===== src/rtl/skinny_round_ctrl.sv =====
// Round sequencer for the masked SKINNY-128-384+ round datapath.
// Paces each round over CPR randomness-gated cycles and strobes the registers.
//
// Ports:
//   clk, rst_n       clock, asynchronous active-low reset
//   start, tk1_en    begin a block (sampled in IDLE), include TKZ for the run
//   rnd_valid        fresh randomness present this cycle
//   rnd_ready        randomness consumed this cycle (high in RUN)
//   busy, done       run in progress, one-cycle pulse after last round
//   round, constant  current round index and SKINNY round constant
//   *enc, *se        register update strobes, one pulse per completed round
//   tk1s             include TKZ in the round key
module skinny_round_ctrl #(
    parameter int ROUNDS = 40,
    parameter int CPR    = 4
) (
    input  logic       clk,
    input  logic       rst_n,
    input  logic       start,
    input  logic       tk1_en,
    input  logic       rnd_valid,
    output logic       rnd_ready,
    output logic       busy,
    output logic       done,
    output logic [5:0] round,
    output logic [5:0] constant,
    output logic       senc,
    output logic       sse,
    output logic       xenc,
    output logic       xse,
    output logic       yenc,
    output logic       yse,
    output logic       zenc,
    output logic       zse,
    output logic       tk1s
);

    localparam int PW = (CPR > 1) ? $clog2(CPR) : 1;
    localparam logic [PW-1:0] PH_LAST = PW'(CPR - 1);
    localparam logic [5:0]    R_LAST  = 6'(ROUNDS - 1);

    typedef enum logic [1:0] {
        IDLE = 2'd0,
        RUN  = 2'd1,
        FIN  = 2'd2
    } state_t;

    state_t        state_q, state_d;
    logic [PW-1:0] phase_q, phase_d;
    logic [5:0]    round_q, round_d;
    logic [5:0]    const_q, const_d;
    logic          tk1s_q, tk1s_d;
    logic          round_end;

    always_ff @(posedge clk or negedge rst_n) begin
        if (!rst_n) begin
            state_q <= IDLE;
            phase_q <= '0;
            round_q <= '0;
            const_q <= '0;
            tk1s_q  <= 1'b0;
        end else begin
            state_q <= state_d;
            phase_q <= phase_d;
            round_q <= round_d;
            const_q <= const_d;
            tk1s_q  <= tk1s_d;
        end
    end

    // A round completes on the last phase, but only when randomness is
    // actually present; a stalled cycle never advances or strobes.
    assign round_end = (state_q == RUN) && rnd_valid && (phase_q == PH_LAST);

    always_comb begin
        state_d = state_q;
        phase_d = phase_q;
        round_d = round_q;
        const_d = const_q;
        tk1s_d  = tk1s_q;
        case (state_q)
            IDLE: begin
                if (start) begin
                    state_d = RUN;
                    phase_d = '0;
                    round_d = '0;
                    const_d = 6'h01;
                    tk1s_d  = tk1_en;
                end
            end
            RUN: begin
                if (rnd_valid) begin
                    if (phase_q == PH_LAST) begin
                        phase_d = '0;
                        if (round_q == R_LAST) begin
                            // round and constant keep their final values
                            state_d = FIN;
                            tk1s_d  = 1'b0;
                        end else begin
                            round_d = round_q + 6'd1;
                            const_d = {const_q[4:0],
                                       ~(const_q[5] ^ const_q[4])};
                        end
                    end else begin
                        phase_d = phase_q + 1'b1;
                    end
                end
            end
            FIN: begin
                state_d = IDLE;
            end
            default: begin
                state_d = IDLE;
            end
        endcase
    end

    assign busy      = (state_q == RUN);
    assign rnd_ready = (state_q == RUN);
    assign done      = (state_q == FIN);
    assign round     = round_q;
    assign constant  = const_q;
    assign tk1s      = tk1s_q;

    // se=1 selects the SKINNY round path in the mode top
    assign senc = round_end;
    assign sse  = round_end;
    assign xenc = round_end;
    assign xse  = round_end;
    assign yenc = round_end;
    assign yse  = round_end;
    assign zenc = round_end;
    assign zse  = round_end;

endmodule

===== config.mk =====
export PLATFORM = sky130hd
export DESIGN_NAME = skinny_round_ctrl
export DESIGN_NICKNAME = d
export VERILOG_FILES = /design/src/rtl/skinny_round_ctrl.sv
export SDC_FILE = /design/constraint.sdc
export NUM_CORES = 1
export LEC_CHECK = 0
export CAP_MARGIN = 15
export CORE_UTILIZATION = 47
export DETAILED_ROUTE_END_ITERATION = 10
export GPL_ROUTABILITY_DRIVEN = 0
export PLACE_DENSITY_LB_ADDON = 0.08
export RECOVER_POWER = 25
export SYNTH_ARGS = -nofsm -noshare
export SYNTH_HDL_FRONTEND = slang
export SYNTH_SLANG_ARGS = --single-unit

===== constraint.sdc =====
create_clock -name clk -period 1.6 [get_ports clk]
set_input_delay 0.16 -clock clk [delete_from_list [all_inputs] [get_ports clk]]
set_output_delay 0.16 -clock clk [all_outputs]
set_load 0.005 [all_outputs]

# --- Word level (Yosys, flattened, before mapping) ---
# Cells that the tools add are included.
word_totals:
  inputBits: 5
  wordCells: 50
  out_inout_bits: 24
  regBits: 17
classes:
  eq_ne: 9
  n_reduce_logical: 8
  n_mux: 24
  n_bitwise: 2
  add_sub_neg: 2
ops:
  columns: ["op", "n"]
  rows:
  - ["$mux 6", 8]
  - ["$pmux 6 s2", 2]
  - ["$mux 2", 7]
  - ["$reduce_and 5->1", 2]
  - ["$pmux 2 s2", 2]
  - ["$add 6x1->6 const B", 1]
  - ["$eq 6x6->1 const B", 1]
  - ["$ne 2x2->1 const B", 3]
  - ["$eq 2x2->1 const B", 2]
  - ["$mux 1", 4]
  - ["$ne 2x1->1 const B", 2]
  - ["$reduce_and 4->1", 1]
  - ["$reduce_and 3->1", 1]
  - ["$add 2x1->2 const B", 1]
  - ["$eq 2x1->1 const B", 1]
  - ["$logic_and 1x1->1", 2]
  - ["$logic_not 2->1", 1]
  - ["$pmux 1 s2", 1]
  - ["$reduce_bool 2->1", 1]
  - ["$not 1->1", 1]
  - ["$xor 1x1->1", 1]

# --- Longest topological paths before layout ---
depth:
  word_depth: 6
  ltp_mapped: 5
  ltp_nobuf: 5

# --- Worst setup path before layout ---
# Ideal clock, no wire load.
synth_path:
  path_kind: "register -> register"
  from: "register round_q[0] (netlist: round[0])"
  to: "register tk1s_q (netlist: tk1s)"
  required_ps: 1474
  path_stages_with_launch: 5
  synth_period_minus_slack_ps: 1478
  setup_ps: 126
  path_slack_ps: 122
  n_path_buf: 0
  t_arrival_ps: 1352
  cell_sequence: "dfrtp_1 ha_1 and4bb_2 nand2_1 a311o_1"
synth_between:
  elab_chain_cells: 3
synth_lines:
  columns: ["element", "line", "rtl"]
  rows:
  - ["start, declared", "50", "logic [5:0] round_q, round_d;"]
  - ["start signal, assigned", "65", "round_q <= round_d;"]
  - ["$eq 6x6->1", "95", "if (round_q == R_LAST) begin"]
  - ["$ne 2x1->1 (no source line)", null, null]
  - ["$reduce_and 5->1 (no source line)", null, null]
  - ["end signal, assigned", "67", "tk1s_q <= tk1s_d;"]
  - ["end, declared", "52", "logic tk1s_q, tk1s_d;"]
# No other way between the ends.
# A chain may end at the register's enable or synchronous reset.

# --- Worst setup path after layout ---
layout_path:
  from: "register state_q[0]"
  to: "output busy"
layout_between:
  elab_chain_cells: 1
layout_lines:
  columns: ["element", "line", "rtl"]
  rows:
  - ["start, declared", "48", "state_t state_q, state_d;"]
  - ["start signal, assigned", "63", "state_q <= state_d;"]
  - ["$eq 2x1->1", "118", "assign busy = (state_q == RUN);"]
  - ["end, declared", "23", "output logic busy,"]
# No other way between the ends.

==> results.yml <==
status:
  status: "complete, no violations"
clocking:
  clock-sinks: 17
  ctsHoldBuffers: 0
  cts_tree: "done"
  root_buffer: "clkbuf_4"
  clk_pin_slew_ps: 100
  clk_latency_ps: 290
  tritoncts.num_buffers: 3
  clockBufferDepth: 2
  htreeDepth: 1
timing:
  finalCritPeriodShare_pct: 97.7
  setup_viol: 0
  rsz0062_at_grt: "true"
  finalClockSkew_ps: 3.04
  hold_viol_final: 0
  slew_headroom_pct: 36.3
  tightest_slew_ps: 956
  fmax_ghz: 0.640
  period_minus_slack_ps: 1560
  holdWs_ps: 528
  slew_violations: 0
  finalWorstSetupSlack_ps: 36.6
drt:
  drt-wirelength-per-cell_um: 15.8
  first_pass_iters: 4
  vias: 1108
  routed_via_density: 5.93
  remaining_drc_errors: 0
  drt_wl_total_mm: 2.96
  drt_iter0_drc: 38
  drtAntennaViolNets: 0
finish:
  fin_nets: 168
  drive_gt1_share_pct: 27.5
  syn_to_final_growth_pct: 47.1
  fill_cells: 149
  n_antenna_cell: 0
worst_setup_path:
  worstSetupPathType: "register to primary output"
  cp.depth: 4
  path_delay_family: "buffers and inverters"
  crit_path_end: "busy"
  critPathLaunch: "state_q[0]$_DFFE_PN0P_"
  crit_required_ps: 1440
  worstPathCellList: "buf_4, buf_6, and2b_1, clkdlybuf4s15_1"
  critPathMaxStageDelay_ps: 460
  r2r_setup_slack_ps: 40
  cpMaxStageDelayCell: "dfrtp_2"
  r2r_end: "tk1s$_DFFE_PN0P_"
  critPathArrivalTime_ps: 1400
  r2r_start: "state_q[0]$_DFFE_PN0P_"
  crit_buf_inv: 3
  critPathLaunchType: "register"
  endpoint_kind: "primary output"
  cp_max_fo: 7
  ff2ff_path_depth: 4
logic_synthesis:
  synthSimpleGateAreaFrac_pct: 27.6
  synth_nets: 122
  avgSynthCellArea_um2: 9.17
  synth.distinct_cells: 41
  synth_xor_area_share_pct: 0.830
  synth_fa_ha_area_share_pct: 2.37
  syn-cell-area_um2: 1050
  synthCells: 115
  synth_seq_cells: 17
  yosys_warnings: 0
  synth-seq-area-share_pct: 40.3
  synth_compound_area_share_pct: 18.5
  synth_top_family_by_area: "simple AND/OR/NAND/NOR gates"
  synthMuxAreaShare_pct: 0
placement:
  pre_cts_slack_ps: -129
  port_buffers: 28
  place_hpwl_mm: 1.91
grt:
  grt_pass1_vias: 1088
  grt_max_degree: 18
  overflow: 0
  grt_pass1_wl_mm: 5.09
  grt.total_usage_pct: 27.5
  antenna_found_initial: 0
power:
  power_density_nw_per_um2: 1420
  ir_drop_mv: 1.02
  total_power_mw: 2.20
  p_leak_nw: 0.670
worst_hold_path:
  min_path_type: "primary input to async pin"
floorplanning:
  rows: 16
  top_level_ports: 29
  die_h_um: 49.4
  dieWidth_um: 49.4
  coreArea_um2: 2040
  dieArea_um2: 2440
  start_util_pct: 51.7
job:
  cap_viol_max_count: 0
power by group:
group          internal, mW  total, mW  switching (mW)
Sequential            0.589      0.773           0.184
Clock                0.0968      0.233           0.136
Combinational         0.686       1.19           0.506
worst min path at each step:
| stage | slack, ps | endpoint | cells past startpoint | startpoint |
|---|---|---|---|---|
| after floorplan | -140 | constant[0]$_DFFE_PN0P_ | 0 | rst_n |
| after global placement | 510 | round[0]$_DFFE_PN0P_ | 2 | rst_n |
| after detailed placement | 510 | round[0]$_DFFE_PN0P_ | 2 | rst_n |
| after CTS | 180 | round[4]$_DFFE_PN0P_ | 2 | rst_n |
| after global routing | 620 | constant[3]$_DFFE_PN0P_ | 2 | constant[3]$_DFFE_PN0P_ |
| final | 530 | round[4]$_DFFE_PN0P_ | 2 | rst_n |
cell type report:
cell class | instances | area [um2] | share of cell area (%)
sequential | 17 | 428 | 27.6
clock buffer | 4 | 26.3 | 1.69
timing repair inverter | 1 | 7.51 | 0.484
inverter | 7 | 28.8 | 1.85
timing repair buffer | 53 | 458 | 29.5
multi-input combinational | 78 | 569 | 36.7
tap | 27 | 33.8 | 2.18
metrics by stage:
step | TNS (ps) | cells | utilization (%) | cell area (um2)
final | 0 | 187 | 76.0 | 1550
after global routing | -123 | 187 | 76.0 | 1550
after CTS | -134 | 186 | 75.6 | 1540
after detailed placement | -491 | 174 | 69.2 | 1410
after global placement | -164 | 174 | 69.2 | 1410
after floorplan | 0 | 115 | - | 1050
worst register-to-register path, cell delays in order (launching register included):
cell and delay [ps]:
dfrtp_2 460, buf_6 130, or3b_4 430, and3_4 160, a311o_1 270
timing repair:
item | in CTS | in global routing
setup buffers | 8 | 2
endpoints found under the setup margin | 18 | 16
gates resized for setup | 24 | 12
cloned | 1 | 0
pin swaps | 4 | 11
cell families after synthesis:
group	count (synthesis)
flops	17
fa+ha+maj	2
simple gates	49
xor+xnor	1
compound gates	26
buf+inv	20
registers in the layout (all words and copies together) (netlist names):
register / flops
constant: 6
phase_q: 2
state_q: 2
round: 6
tk1s: 1
metal layers:
layer  wire (um)  share of wire [%]  up-vias  GRT usage [%]
li1            -                  -      518              -
met5           0                  0        -              0
met4          24               0.81        0           12.9
met3         156                5.3        5           2.18
met1        1290                 44      534           35.3
met2        1490                 50       51           46.8
synth_stat cells:
library cell	n	share of area [%]
a2111o_1	1	1.1
a211oi_1	1	0.71
a21oi_1	1	0.47
a22o_1	1	0.83
a22oi_1	1	0.71
a311o_1	1	0.95
a311oi_1	1	0.83
a31oi_1	2	1.2
a41oi_1	1	0.83
and2b_1	1	0.71
and3_1	1	0.59
and4bb_2	1	1.2
buf_1	1	0.36
buf_2	3	1.4
buf_4	8	5.7
clkbuf_1	1	0.36
dfrtp_1	17	40
ha_1	2	2.4
inv_1	6	2.1
inv_2	1	0.36
nand2_1	11	3.9
nand2b_1	2	1.2
nand3_1	12	5.7
nand3b_1	1	0.71
nand4_1	3	1.8
nand4b_2	1	1.4
nand4bb_1	1	1.1
nor2_1	2	0.71
nor2b_1	2	1.2
nor3_1	1	0.47
nor3b_1	3	2.1
nor4b_1	1	0.83
o211ai_1	8	5.7
o21ai_0	4	1.9
o21bai_1	1	0.71
o22ai_1	1	0.59
o22ai_2	1	1.2
o31a_1	1	0.83
or3_1	5	3.0
or3b_4	1	1.1
xnor2_1	1	0.83
cells in the final DEF, fill, tap and decap left out, types with 2 or more instances in the layout:
cell type / Yosys / layout
buf_4: 8 / 20
clkdlybuf4s50_1: 0 / 16
dfrtp_1: 17 / 15
nand3_1: 12 / 12
nand2_1: 11 / 11
o211ai_1: 8 / 8
inv_1: 6 / 6
dlygate4sd2_1: 0 / 6
or3_1: 5 / 5
buf_6: 0 / 5
o21ai_0: 4 / 4
nand4_1: 3 / 3
clkbuf_4: 0 / 3
clkbuf_2: 0 / 3
nor2b_1: 2 / 2
nand2b_1: 2 / 2
nor3b_1: 3 / 2
nor2_1: 2 / 2
a31oi_1: 2 / 2
clkbuf_1: 1 / 2
dfrtp_2: 0 / 2
Note: power is estimated with default switching activity, not from simulation.
